`config.mk`:
```
export PLATFORM = sky130hd
export DESIGN_NAME = common_dispatch_buffer2
export DESIGN_NICKNAME = d
export VERILOG_FILES = /design/src/rtl/common_dispatch_buffer2_pkg.sv /design/src/rtl/common_fifo_sync.sv /design/src/rtl/common_dispatch_buffer2.sv
export SDC_FILE = /design/constraint.sdc
export NUM_CORES = 1
export LEC_CHECK = 0
export CORE_AREA = 3 3 102 114
export DETAILED_ROUTE_END_ITERATION = 7
export DIE_AREA = 0 0 105 117
export PLACE_DENSITY = 0.95
export SETUP_SLACK_MARGIN = 0.1
export SLEW_MARGIN = 10
export SYNTH_ARGS = -nofsm -noshare
export SYNTH_HDL_FRONTEND = slang
export SYNTH_SLANG_ARGS = --single-unit
export TNS_END_PERCENT = 30
```
`constraint.sdc`:
```
create_clock -name clk -period 2.7 [get_ports clk]
set_clock_uncertainty 0.15 [all_clocks]
set_input_delay 0.27 -clock clk [delete_from_list [all_inputs] [get_ports clk]]
set_output_delay 0.27 -clock clk [all_outputs]
set_load 0.02 [all_outputs]
```
`src/rtl/common_dispatch_buffer2_pkg.sv`:
```
// -----------------------------------------------------------------------------
// common_dispatch_buffer2_pkg
// Shared constants for the two-channel dispatch buffer:
//   DEFAULT_BUFFER_WIDTH / DEFAULT_BUFFER_DEPTH - default payload width and
//   per-channel FIFO depth, NUM_CHANNELS - number of output channels,
//   CH_NEXT0 / CH_NEXT1 - values of prev_i_dest that select next0 / next1.
// -----------------------------------------------------------------------------
package common_dispatch_buffer2_pkg;

    localparam int DEFAULT_BUFFER_WIDTH = 32;
    localparam int DEFAULT_BUFFER_DEPTH = 2;
    localparam int NUM_CHANNELS         = 2;

    localparam logic CH_NEXT0 = 1'b0;
    localparam logic CH_NEXT1 = 1'b1;

endpackage

```
`src/rtl/common_fifo_sync.sv`:
```
// -----------------------------------------------------------------------------
// common_fifo_sync
// Single-clock FIFO with registered storage and an occupancy counter.
// Ports:
//   clk        - clock, rising edge active
//   resetn     - asynchronous active-low reset; clears pointers, count, storage
//   push       - write push_data (ignored while full)
//   push_data  - write payload
//   pop        - drop the head entry (ignored while empty)
//   pop_data   - current head entry
//   full       - count == DEPTH
//   empty      - count == 0
// Parameters: WIDTH payload bits, DEPTH entries (power of two, >= 2).
// -----------------------------------------------------------------------------
module common_fifo_sync #(
    parameter int WIDTH = 32,
    parameter int DEPTH = 2
) (
    input  logic             clk,
    input  logic             resetn,
    input  logic             push,
    input  logic [WIDTH-1:0] push_data,
    input  logic             pop,
    output logic [WIDTH-1:0] pop_data,
    output logic             full,
    output logic             empty
);

    localparam int PTR_W = $clog2(DEPTH);
    localparam int CNT_W = $clog2(DEPTH + 1);

    logic [WIDTH-1:0] mem [DEPTH];
    logic [PTR_W-1:0] wr_ptr;
    logic [PTR_W-1:0] rd_ptr;
    logic [CNT_W-1:0] count;
    logic             do_push;
    logic             do_pop;

    // Requests on a full/empty FIFO are dropped here so callers never corrupt state.
    assign do_push = push && !full;
    assign do_pop  = pop && !empty;

    assign full     = (count == CNT_W'(DEPTH));
    assign empty    = (count == '0);
    assign pop_data = mem[rd_ptr];

    // DEPTH is a power of two, so pointers wrap simply by overflowing.
    always_ff @(posedge clk or negedge resetn) begin
        if (!resetn) begin
            for (int i = 0; i < DEPTH; i++) begin
                mem[i] <= '0;
            end
            wr_ptr <= '0;
            rd_ptr <= '0;
            count  <= '0;
        end else begin
            if (do_push) begin
                mem[wr_ptr] <= push_data;
                wr_ptr      <= wr_ptr + PTR_W'(1);
            end
            if (do_pop) begin
                rd_ptr <= rd_ptr + PTR_W'(1);
            end
            case ({do_push, do_pop})
                2'b10:   count <= count + CNT_W'(1);
                2'b01:   count <= count - CNT_W'(1);
                default: count <= count;
            endcase
        end
    end

endmodule

```
`src/rtl/common_dispatch_buffer2.sv`:
```
// -----------------------------------------------------------------------------
// common_dispatch_buffer2
// Routes an upstream valid/ready stream into one of two output channels, each
// backed by its own FIFO so a stalled channel never blocks the other.
// Ports:
//   clk, resetn                      - clock and asynchronous active-low reset
//   prev_i_data/dest/valid           - upstream payload, target channel, valid
//   prev_o_ready                     - FIFO selected by prev_i_dest is not full
//   next0_o_data/valid, next0_i_ready - channel 0 output handshake
//   next1_o_data/valid, next1_i_ready - channel 1 output handshake
// Configuration macro: COMMON_DISPATCH_BUFFER2_BYPASS_EN
//   When defined, a payload whose channel FIFO is empty and whose consumer is
//   ready is forwarded combinationally in the same cycle without being stored.
//   When undefined, next*_o_* come only from FIFO registers.
// -----------------------------------------------------------------------------
module common_dispatch_buffer2
    import common_dispatch_buffer2_pkg::*;
#(
    parameter int BUFFER_WIDTH = DEFAULT_BUFFER_WIDTH,
    parameter int BUFFER_DEPTH = DEFAULT_BUFFER_DEPTH
) (
    input  logic                    clk,
    input  logic                    resetn,
    input  logic [BUFFER_WIDTH-1:0] prev_i_data,
    input  logic                    prev_i_dest,
    input  logic                    prev_i_valid,
    output logic                    prev_o_ready,
    output logic [BUFFER_WIDTH-1:0] next0_o_data,
    output logic                    next0_o_valid,
    input  logic                    next0_i_ready,
    output logic [BUFFER_WIDTH-1:0] next1_o_data,
    output logic                    next1_o_valid,
    input  logic                    next1_i_ready
);

    logic [BUFFER_WIDTH-1:0] fifo_head [NUM_CHANNELS];
    logic [NUM_CHANNELS-1:0] fifo_full;
    logic [NUM_CHANNELS-1:0] fifo_empty;
    logic [NUM_CHANNELS-1:0] fifo_push;
    logic [NUM_CHANNELS-1:0] fifo_pop;
    logic [NUM_CHANNELS-1:0] next_ready;
    logic [NUM_CHANNELS-1:0] next_valid;
    logic                    accept;

    assign next_ready = {next1_i_ready, next0_i_ready};

    // Ready looks only at the addressed FIFO, so a full channel never stalls
    // traffic to the other one, and downstream ready never feeds back upstream.
    assign prev_o_ready = !fifo_full[prev_i_dest];
    assign accept       = prev_i_valid && prev_o_ready;

`ifdef COMMON_DISPATCH_BUFFER2_BYPASS_EN
    logic bypass_hit;

    assign bypass_hit = accept && fifo_empty[prev_i_dest] && next_ready[prev_i_dest];
`endif

    // Output side is the FIFO head; with bypass enabled an empty channel whose
    // consumer is ready takes the live input instead and nothing is stored.
    // A pop request on an empty FIFO (bypass case) is ignored by the FIFO.
    always_comb begin
        next_valid   = ~fifo_empty;
        next0_o_data = fifo_head[CH_NEXT0];
        next1_o_data = fifo_head[CH_NEXT1];
        fifo_push    = '0;
`ifdef COMMON_DISPATCH_BUFFER2_BYPASS_EN
        if (bypass_hit) begin
            next_valid[prev_i_dest] = 1'b1;
            if (prev_i_dest == CH_NEXT0) begin
                next0_o_data = prev_i_data;
            end else begin
                next1_o_data = prev_i_data;
            end
        end else begin
            fifo_push[prev_i_dest] = accept;
        end
`else
        fifo_push[prev_i_dest] = accept;
`endif
        fifo_pop = next_valid & next_ready;
    end

    assign next0_o_valid = next_valid[CH_NEXT0];
    assign next1_o_valid = next_valid[CH_NEXT1];

    common_fifo_sync #(
        .WIDTH (BUFFER_WIDTH),
        .DEPTH (BUFFER_DEPTH)
    ) u_fifo_next0 (
        .clk       (clk),
        .resetn    (resetn),
        .push      (fifo_push[CH_NEXT0]),
        .push_data (prev_i_data),
        .pop       (fifo_pop[CH_NEXT0]),
        .pop_data  (fifo_head[CH_NEXT0]),
        .full      (fifo_full[CH_NEXT0]),
        .empty     (fifo_empty[CH_NEXT0])
    );

    common_fifo_sync #(
        .WIDTH (BUFFER_WIDTH),
        .DEPTH (BUFFER_DEPTH)
    ) u_fifo_next1 (
        .clk       (clk),
        .resetn    (resetn),
        .push      (fifo_push[CH_NEXT1]),
        .push_data (prev_i_data),
        .pop       (fifo_pop[CH_NEXT1]),
        .pop_data  (fifo_head[CH_NEXT1]),
        .full      (fifo_full[CH_NEXT1]),
        .empty     (fifo_empty[CH_NEXT1])
    );

endmodule

```
## After elaboration in Yosys (flattened, before gate mapping)

Index checks and enable logic that the tools add are counted.

- Add/sub/neg operators: 8
- Multipliers: 0
- Divide/modulo/power cells: 0
- Magnitude comparators: 8
- Equal/unequal tests: 6
- Shift operators: 0
- Mux-type cells: 18
- Bitwise logic cells: 7
- Reduce and logical (&&, ||, !) cells: 17

Operators by type and width:

| kind | count |
|---|---|
| $mux 32 | 8 |
| $bwmux 64 | 2 |
| $demux 32 s1 | 2 |
| $eq 2x2->1 const B | 4 |
| $ge 2x2->1 const B | 4 |
| $logic_and 1x1->1 | 8 |
| $not 1->2 | 4 |
| $pmux 2 s2 | 2 |
| $logic_not 1->1 | 5 |
| $add 1x1->1 const B | 4 |
| $add 2x1->2 const B | 2 |
| $and 2x2->2 | 2 |
| $eq 2x1->1 const B | 2 |
| $logic_not 2->1 | 2 |
| $lt 2x1->1 const B | 2 |
| $reduce_bool 2->1 | 2 |
| $sub 2x1->2 const B | 2 |
| $mux 1 | 3 |
| $lt 1x2->1 const B | 1 |
| $not 2->2 | 1 |
| $demux 1 s1 | 1 |
| $ge 1x1->1 const B | 1 |

- Register bits after elaboration: 136
- Latch bits: 0
- Memory bits (writable): 0
- Bits in read-only memories: 0
- Bits of input ports: 38
- Output and inout bits: 67
- Memories: 0

## Longest topological paths before layout

Gate-level depths: netlist of the first run.

- Word-level depth: 9
- Depth in mapped cells: 6
- Mapped depth without buffers: 6

## Modules after synthesis

A second synthesis of the first run with hierarchy kept.

- Cells, all modules: 385
- Area total of the unflattened synthesis: 6034.5 um^2

By module, submodules not included:

| module | times used | cells each | area an instance (um^2) | seq. area each (um^2) |
|---|---|---|---|---|
| common_fifo_sync at u_fifo_next0 | 1 | 189 | 3000.4 | 1701.6 |
| common_fifo_sync at u_fifo_next1 | 1 | 189 | 2987.9 | 1701.6 |
| common_dispatch_buffer2 | 1 | 7 | 46.3 | 0.0 |

## Least setup slack after synthesis of the first run

OpenSTA, ideal clock, no wires.

- Path type: register -> register
- From: register u_fifo_next0.count[0]
- To: register u_fifo_next0.count[1]
- Library setup time: 79 ps
- Arrival time: 1531 ps
- Required time: 2471 ps
- Slack: 940 ps
- Cell stages (with the launch flop): 6
- Path buffers: 0
- Clock period less this slack: 1760 ps
- Path through: dfrtp_1 -> or2_2 -> and2_1 -> ha_1 -> nor2_1 -> xor2_1

- Elaborated cells on any way between the ends: 19

RTL lines:

| what | line | source |
|---|---|---|
| start: declaration | common_fifo_sync.sv:35 | `logic [CNT_W-1:0] count;` |
| start signal: assignment | common_fifo_sync.sv:65 | `2'b10: count <= count + CNT_W'(1);` |
| start signal: assignment | common_fifo_sync.sv:66 | `2'b01: count <= count - CNT_W'(1);` |
| start signal: assignment | common_fifo_sync.sv:67 | `default: count <= count;` |
| $logic_not 2->1 (*) | common_fifo_sync.sv:44 | `assign empty = (count == '0);` |
| $not 2->2 (*) | common_dispatch_buffer2.sv:62 | `next_valid = ~fifo_empty;` |
| named net next0_o_valid | common_dispatch_buffer2.sv:29 | `output logic next0_o_valid,` |
| $and 2x2->2 (*) | common_dispatch_buffer2.sv:80 | `fifo_pop = next_valid & next_ready;` |
| $logic_and 1x1->1 (*) | common_fifo_sync.sv:41 | `assign do_pop = pop && !empty;` |
| named net u_fifo_next0.do_pop | common_fifo_sync.sv:37 | `logic do_pop;` |
| $eq 2x1->1 or $eq 2x2->1 (tied branches) | common_fifo_sync.sv:64 | `case ({do_push, do_pop})` |
| $pmux 2 s2 or $reduce_bool 2->1 (tied branches) | n/a |  |

Mark *: on every way through the listed nets, which the timed path passes. The rest lies on a longest branch. The select of a mux whose other input is x is not followed.
A chain may end at the register's enable or synchronous reset.

## Final worst setup path of the first run

- From: register u_fifo_next0.rd_ptr
- To: output next0_o_data[25]

- Cells in the longest elaborated chain, start to end: 4

Ends and longest elaborated chain:

| what | line | source |
|---|---|---|
| start: declaration | common_fifo_sync.sv:34 | `logic [PTR_W-1:0] rd_ptr;` |
| start signal: assignment | common_fifo_sync.sv:62 | `rd_ptr <= rd_ptr + PTR_W'(1);` |
| $not 1->2 (not written as such) | common_fifo_sync.sv:45 | `assign pop_data = mem[rd_ptr];` |
| $mux 32 (not written as such) (3 in a row) | common_fifo_sync.sv:45 |  |
| end: declaration | common_dispatch_buffer2.sv:28 | `output logic [BUFFER_WIDTH-1:0] next0_o_data,` |

No other way between the ends. The select of a mux whose other input is x is not followed.

==> reports/qor.json, run 1 <==
{
  "result_of_the_run": "finished, final reports clean",
  "synth_compound_gate_area_share_pct": 0.0840,
  "postCtsSetupBuffers": 0,
  "critical-path-top-delay-family": "buffers and inverters",
  "regToRegStartpoint": "u_fifo_next0.count[0]$_DFFE_PN0P_",
  "antenna_cell_count": 0,
  "yosys_warnings": 0,
  "cts_inserted_buffers": 17,
  "max_slew_margin_pct": 60.6,
  "synthMostInstantiatedCell": "mux2_2",
  "cp_num_cells": 3,
  "synth_area_um2": 5960,
  "critical_path_required_ns": 2.28,
  "ctsRootBufferMaster": "clkbuf_16",
  "vias_per_cell": 5.46,
  "postLayoutCellArea_um2": 7770,
  "cts_tree": "yes",
  "grt_start_max_net_pins": 65,
  "drt-initial-drc-count": 65,
  "total_leakage_power_nw": 3.26,
  "synth_top_area_cell": "dfrtp_1",
  "post_route_cells_drive_above_1_share_pct": 46.3,
  "synth_top_cells_by_area": "dfrtp_1 (57%), mux2_2 (35%), buf_6 (1.1%)",
  "r2r.worst_path.cells": 4,
  "placement.io_buffers": 104,
  "unrepaired_setup_endpoints_after_global_routing": "false",
  "crit_buf_inv": 2,
  "critPathLaunchType": "flip-flop",
  "critical-path-slowest-cell": "clkdlybuf4s50_1",
  "setup.worst_path.start": "u_fifo_next0.rd_ptr$_DFFE_PN0P_",
  "instances_no_fill": 648,
  "core_region_area_um2": 10400,
  "initial_utilization_pct": 57.1,
  "grt_use_total_pct": 21.5,
  "syn_inst": 379,
  "timing.rr.end": "u_fifo_next0.mem[16]$_DFFE_PN0P_",
  "first_pass_iters": 4,
  "clock_insertion_delay_worst_skew_ns": 0.41,
  "synth_enable_flop_cells": 0,
  "routedWlPerCell_um": 19.1,
  "cts_buffer_depth": 2,
  "grt_overflow_total": 0,
  "synth-xor-area-share_pct": 1.47,
  "syn-mean-instance-area_um2": 15.7,
  "ff2ff_setup_slack_ns": 0.77,
  "worstHoldPathType": "input port to asynchronous set/reset pin",
  "crit_type": "flip-flop to output pin",
  "final_clock_period_utilization_by_the_worst_path_pct": 89.4,
  "end_of_the_critical_path": "next0_o_data[25]",
  "period_needed_ns": 2.41,
  "detailroute.via_count": 3540,
  "synth_adder_area_share_pct": 0.420,
  "num-nets-final": 532,
  "grt_pass1_vias": 3959,
  "ys_seq_elements": 136,
  "power_density_nw_per_um2": 1460,
  "fmax_mhz": 414,
  "ant_nets": 0,
  "cts.hold.buffers_added": 1,
  "hold_violations": 0,
  "floorplan.die_area_um2": 12300,
  "nFillCells": 680,
  "worst-slew-pin-transition_ns": 0.591,
  "setup_viol": 0,
  "synth_commonest_cells": "mux2_2 (187), dfrtp_1 (136), buf_2 (10)",
  "timing_max_transition_violations_final": 0,
  "endpoint_kind": "output pin",
  "vdd_drop_max_mv": 0.972,
  "io_pins": 105,
  "dp_hpwl_mm": 8.21,
  "layout-area-overhead-vs-synth_pct": 30.3,
  "crit_path_max_fanout": 18,
  "rows": 39,
  "postSynth.asyncResetShare_pct": 100,
  "crit_path_arrival_time_ns": 1.99,
  "max_cap_violations": 0,
  "place_inst": 615,
  "path_clk_slew_ns": 0.06,
  "hold_slack_ns": 0.273,
  "gpl.final_weighted_congestion": 0.755,
  "synth_nets": 419,
  "postCtsResizedCells": 0,
  "post-route-drc-count": 0,
  "grt_antenna_before_repair": 0,
  "timing.critical_path.cells": "buf_4, mux2_2, clkdlybuf4s50_1",
  "numClockSinks": 136,
  "synth_top_area_share_pct": 57.1,
  "synthSimpleGateAreaFrac_pct": 2.16,
  "seq_area_frac_synth_pct": 57.1,
  "tns_ns": 0,
  "cp_slowest_stage_delay_ns": 0.55,
  "place_area_um2": 7170,
  "global_route_wire_length_before_repair_mm": 20.2,
  "synth_top_family_by_area": "multiplexers",
  "final-seq-area_um2": 3400,
  "cts.htree.levels": 4,
  "finish.utilization_pct": 74.4,
  "fp.dieW_um": 105,
  "synth.lib_cells_used.distinct": 24,
  "wl_final_mm": 12.4,
  "die_height_um": 117,
  "ys_dominant_reg_cell": "dfrtp_1",
  "yosys-mux-area-fraction_pct": 36.3,
  "multi_input_logic_area_um2": 2410
}
[registers in the layout (all words and copies together) (netlist names)]
signal	flops
u_fifo_next0.rd_ptr	1
u_fifo_next1.wr_ptr	1
u_fifo_next0.mem	64
u_fifo_next0.count	2
u_fifo_next0.wr_ptr	1
u_fifo_next1.mem	64
u_fifo_next1.count	2
u_fifo_next1.rd_ptr	1
[area by class of cell]
type / count / area share [%]
flip-flops and latches: 136 / 43.8
multi-input cells: 222 / 31.1
repair buffers: 115 / 15.2
clock buffers: 23 / 6.03
well taps: 143 / 2.30
clock inverters: 9 / 1.58
[cell families (layout without fill, tap and decap cells)]
logic type	after synthesis	after routing
multiplexers	192	192
flip-flops	136	136
buffers and inverters	21	147
AND/OR/NAND/NOR	17	17
XOR/XNOR	10	10
adder cells (fa/ha/maj)	2	2
AO/OA/AOI/OAI	1	1
[layout by cell type, fill, tap and decap left out]
cell             synthesis  final
mux2_2                 187    187
dfrtp_1                136    135
clkdlybuf4s50_1          0    103
clkbuf_16                0     17
xnor2_1                  6      6
buf_4                    3      6
mux2_1                   5      5
clkinv_2                 0      5
xor2_1                   4      4
clkbuf_1                 2      4
buf_12                   0      4
nor2_1                   3      3
bufinv_16                0      3
or2_2                    2      2
and2_1                   2      2
ha_1                     2      2
clkbuf_8                 0      2
nand2b_1                 1      1
nand3_1                  1      1
nand2b_4                 1      1
nand3b_1                 1      1
nor2b_1                  1      1
a21oi_1                  1      1
nand4b_2                 1      1
and4bb_2                 0      1
nand4_2                  1      1
nand2_1                  1      1
nor3_4                   0      1
clkinvlp_4               0      1
dlygate4sd3_1            0      1
buf_6                    6      1
dfrtp_2                  0      1
[through the flow]
stage	power [mW]	worst slack, ns
finish	11.3	0.286
global route	11.9	0.231
CTS	11.4	0.271
detailed placement	9.05	0.373
global placement	8.79	0.456
floorplan	6.86	0.940
[worst min-delay path by stage]
stage,slack [ns],end
2_1_floorplan,-0.18,u_fifo_next0.count[0]$_DFFE_PN0P_
3_3_place_gp,0.13,u_fifo_next0.count[0]$_DFFE_PN0P_
3_5_place_dp,0.14,u_fifo_next0.count[0]$_DFFE_PN0P_
4_1_cts,0.27,u_fifo_next0.count[0]$_DFFE_PN0P_
5_1_grt,0.35,u_fifo_next0.count[0]$_DFFE_PN0P_
6_report,0.27,u_fifo_next0.count[0]$_DFFE_PN0P_
[layer usage]
layer	global-route usage, %	wire, um	vias up
li1	-	-	1582
met1	24.5	5050	1857
met3	4.66	363	19
met5	0	0	-
met2	39.1	6740	82
met4	9.89	259	0
[where the power goes]
group	internal, mW	switching [mW]
Combinational	3.00	2.37
Sequential	3.09	0.570
Clock	1.49	0.804
Power figures use the tool's default switching activity.
==> inputs of run 2 (changes only) <==
Settings changed: ABC_AREA set to 1, CORE_AREA 3 3 102 114 to 3 3 105 117, DIE_AREA 0 0 105 117 to 0 0 108 120.
==> run 2 against run 1 <==
Effect of this change:
- worst setup slack lost 0.060 ns
- first-iteration DRC count rose to 11 times the previous value
- area after synthesis up 8.0%
- largest cell class unchanged
- sequential share of layout area fell by 2.4 points
- non-clock buffer count increased by 13
- final cell count rose by 65%
==> reports/qor.json, run 2 <==
{
  "result_of_the_run": "finished, final reports clean",
  "fmax_mhz": 404,
  "layout.cells.most_common": "nand2_1",
  "tns_ns": 0,
  "drt-initial-drc-count": 726,
  "cts_tree": "yes",
  "dp_hpwl_mm": 11.6,
  "max_cap_violations": 0,
  "path_clk_slew_ns": 0.06,
  "synth_top_area_share_pct": 52.9,
  "dp_worst_setup_slack_ns": 0.396,
  "synthMostInstantiatedCell": "nand2_1",
  "crit_type": "flip-flop to output pin",
  "ctsRootBufferMaster": "clkbuf_16",
  "synth-xor-area-share_pct": 0.817,
  "fin_total_pwr_mw": 11.4,
  "vias_per_cell": 5.95,
  "timing_max_transition_violations_final": 0,
  "grt_antenna_before_repair": 1,
  "grt_start_max_net_pins": 72,
  "power_density_nw_per_um2": 1390,
  "yosys-mux-area-fraction_pct": 0,
  "synth_top_area_cell": "dfrtp_1",
  "worst-slew-pin-transition_ns": 0.735,
  "layout_top_registers": "u_fifo_next0.mem x64, u_fifo_next1.mem x64",
  "unrepaired_setup_endpoints_after_global_routing": "false",
  "hold_violations": 0,
  "final_clock_period_utilization_by_the_worst_path_pct": 91.6,
  "setup_viol": 0,
  "synth_adder_area_share_pct": 0.389,
  "synth_top_family_by_area": "simple AND/OR/NAND/NOR gates",
  "synth.lib_cells_used.distinct": 16,
  "wl_final_mm": 19.4,
  "total_leakage_power_nw": 4.27,
  "ys_dominant_reg_cell": "dfrtp_1",
  "num-nets-final": 947,
  "gpl.final_weighted_congestion": 0.918,
  "syn-mean-instance-area_um2": 7.76,
  "die_height_um": 120,
  "layout-area-overhead-vs-synth_pct": 27.6,
  "synth_top_cells_by_area": "dfrtp_1 (53%), nand2_1 (27%), nand4_1 (13%)",
  "placement.io_buffers": 104,
  "synth_compound_gate_area_share_pct": 0.156,
  "nFillCells": 783,
  "ys_seq_elements": 136,
  "ant_nets": 0,
  "final-seq-area_um2": 3400,
  "seq_area_frac_synth_pct": 52.9,
  "fp.dieW_um": 108,
  "post-route-drc-count": 0,
  "cts_buffer_depth": 2,
  "detailroute.via_count": 6369,
  "clock_insertion_delay_worst_skew_ns": 0.43,
  "initial_utilization_pct": 56.8,
  "synth_commonest_cells": "nand2_1 (464), dfrtp_1 (136), nand4_1 (132)",
  "finish.utilization_pct": 72.4,
  "floorplan.die_area_um2": 13000,
  "cts_inserted_buffers": 17,
  "synth_area_um2": 6430,
  "period_needed_ns": 2.47,
  "critPathLaunchType": "flip-flop",
  "first_pass_iters": 6,
  "postSynth.asyncResetShare_pct": 100,
  "vdd_drop_max_mv": 0.745,
  "critical_path_required_ns": 2.28,
  "crit_path_arrival_time_ns": 2.05,
  "endpoint_kind": "output pin",
  "grt_use_total_pct": 30.7,
  "grt_pass1_vias": 6121,
  "mostFrequentLayoutCells": "nand2_1 (464), dfrtp_1 (136), nand4_1 (132)",
  "global_route_wire_length_before_repair_mm": 30.9,
  "synth_enable_flop_cells": 0,
  "core_region_area_um2": 11300,
  "worstHoldPathType": "input port to flip-flop",
  "rows": 41,
  "max_slew_margin_pct": 51.0,
  "yosys_warnings": 0,
  "syn_inst": 829,
  "grt_overflow_total": 0,
  "routedWlPerCell_um": 18.1,
  "cts.htree.levels": 4,
  "multi_input_logic_area_um2": 2690,
  "crit_path_max_fanout": 32,
  "io_pins": 105,
  "postLayoutSetupSlackWorst_ns": 0.226,
  "synth_nets": 869,
  "post_route_cells_drive_above_1_share_pct": 6.74,
  "synthSimpleGateAreaFrac_pct": 40.2,
  "numClockSinks": 136
}
==> run 2: cell count changes after synthesis, sizes merged, moves of 2 or more <==
cell,change
mux2,-192
clkinv,+2
nand2b,-2
xnor2,-4
clkbuf,+45
buf,+3
nor2,-3
inv,+13
nand2,+463
and2,-2
nand4,+131
==> run 2: worst max-delay path: stages (launching register included) <==
cell and delay [ns]:
dfrtp_1 0.39, buf_4 0.39, nand2_1 0.12, nand2_1 0.11
clkdlybuf4s50_1 0.61
==> run 2: through the flow <==
stage               std cells  instance area (um2)  hold WS, ns
finish                   1071                 8210        0.179
global route             1071                 8210        0.192
CTS                      1068                 8180        0.160
detailed placement       1035                 7570        0.144
global placement         1035                 7570        0.142
floorplan                 829                 6430       -0.176
==> run 2: power breakdown <==
part	switching [mW]	internal (mW)	total, mW	leakage, nW
combinational	3.29	2.17	5.46	2.30
clock	0.899	1.43	2.33	0.281
sequential	0.626	2.99	3.62	1.69
==> run 2: layout make-up <==
class,count,area share [%]
diodes,1,0.0305
clock buffers,21,5.73
clock inverters,11,1.49
inverters,15,0.747
multi-input cells,609,32.8
flip-flops and latches,136,41.5
well taps,150,2.29
repair buffers,128,15.5
==> run 2: worst paths after layout <==
kind	slack [ns]	end	from	cells after the start
worst max-delay path	0.23	next0_o_data[21]	u_fifo_next0.rd_ptr$_DFFE_PN0P_	4
worst max register to register	0.68	u_fifo_next0.count[1]$_DFFE_PN0P_	u_fifo_next0.count[0]$_DFFE_PN0P_	8
max in group asynchronous	1.44	u_fifo_next1.mem[41]$_DFFE_PN0P_	resetn	3
worst min-delay path	0.18	u_fifo_next0.mem[47]$_DFFE_PN0P_	prev_i_valid	3
min in group asynchronous	0.21	u_fifo_next1.mem[31]$_DFFE_PN0P_	resetn	2
worst min register to register	0.33	u_fifo_next1.mem[41]$_DFFE_PN0P_	u_fifo_next1.mem[41]$_DFFE_PN0P_	2
==> run 2: timing repair <==
item | 4_1_cts | 5_1_grt
setup endpoints to repair | 33 | 18
gates resized for setup | 1 | 1
endpoints found under the hold margin | 40 | 0
hold buffers | 1 | 0
setup buffers | 0 | 2
==> run 2: layer usage <==
| metal | GRT usage (%) | vias to the layer above | routed length, um |
|---|---|---|---|
| li1 | - | 2856 | - |
| met1 | 39.0 | 2947 | 6940 |
| met2 | 48.9 | 485 | 9550 |
| met3 | 6.24 | 81 | 2030 |
| met4 | 17.2 | 0 | 901 |
| met5 | 0 | - | 0 |
==> run 2: cell families (layout without fill, tap and decap cells) <==
family / after synthesis / in the layout
adder cells (fa/ha/maj): 2 / 2
AO/OA/AOI/OAI: 2 / 2
flip-flops: 136 / 136
other: 0 / 1
XOR/XNOR: 6 / 6
buffers and inverters: 84 / 175
AND/OR/NAND/NOR: 599 / 599
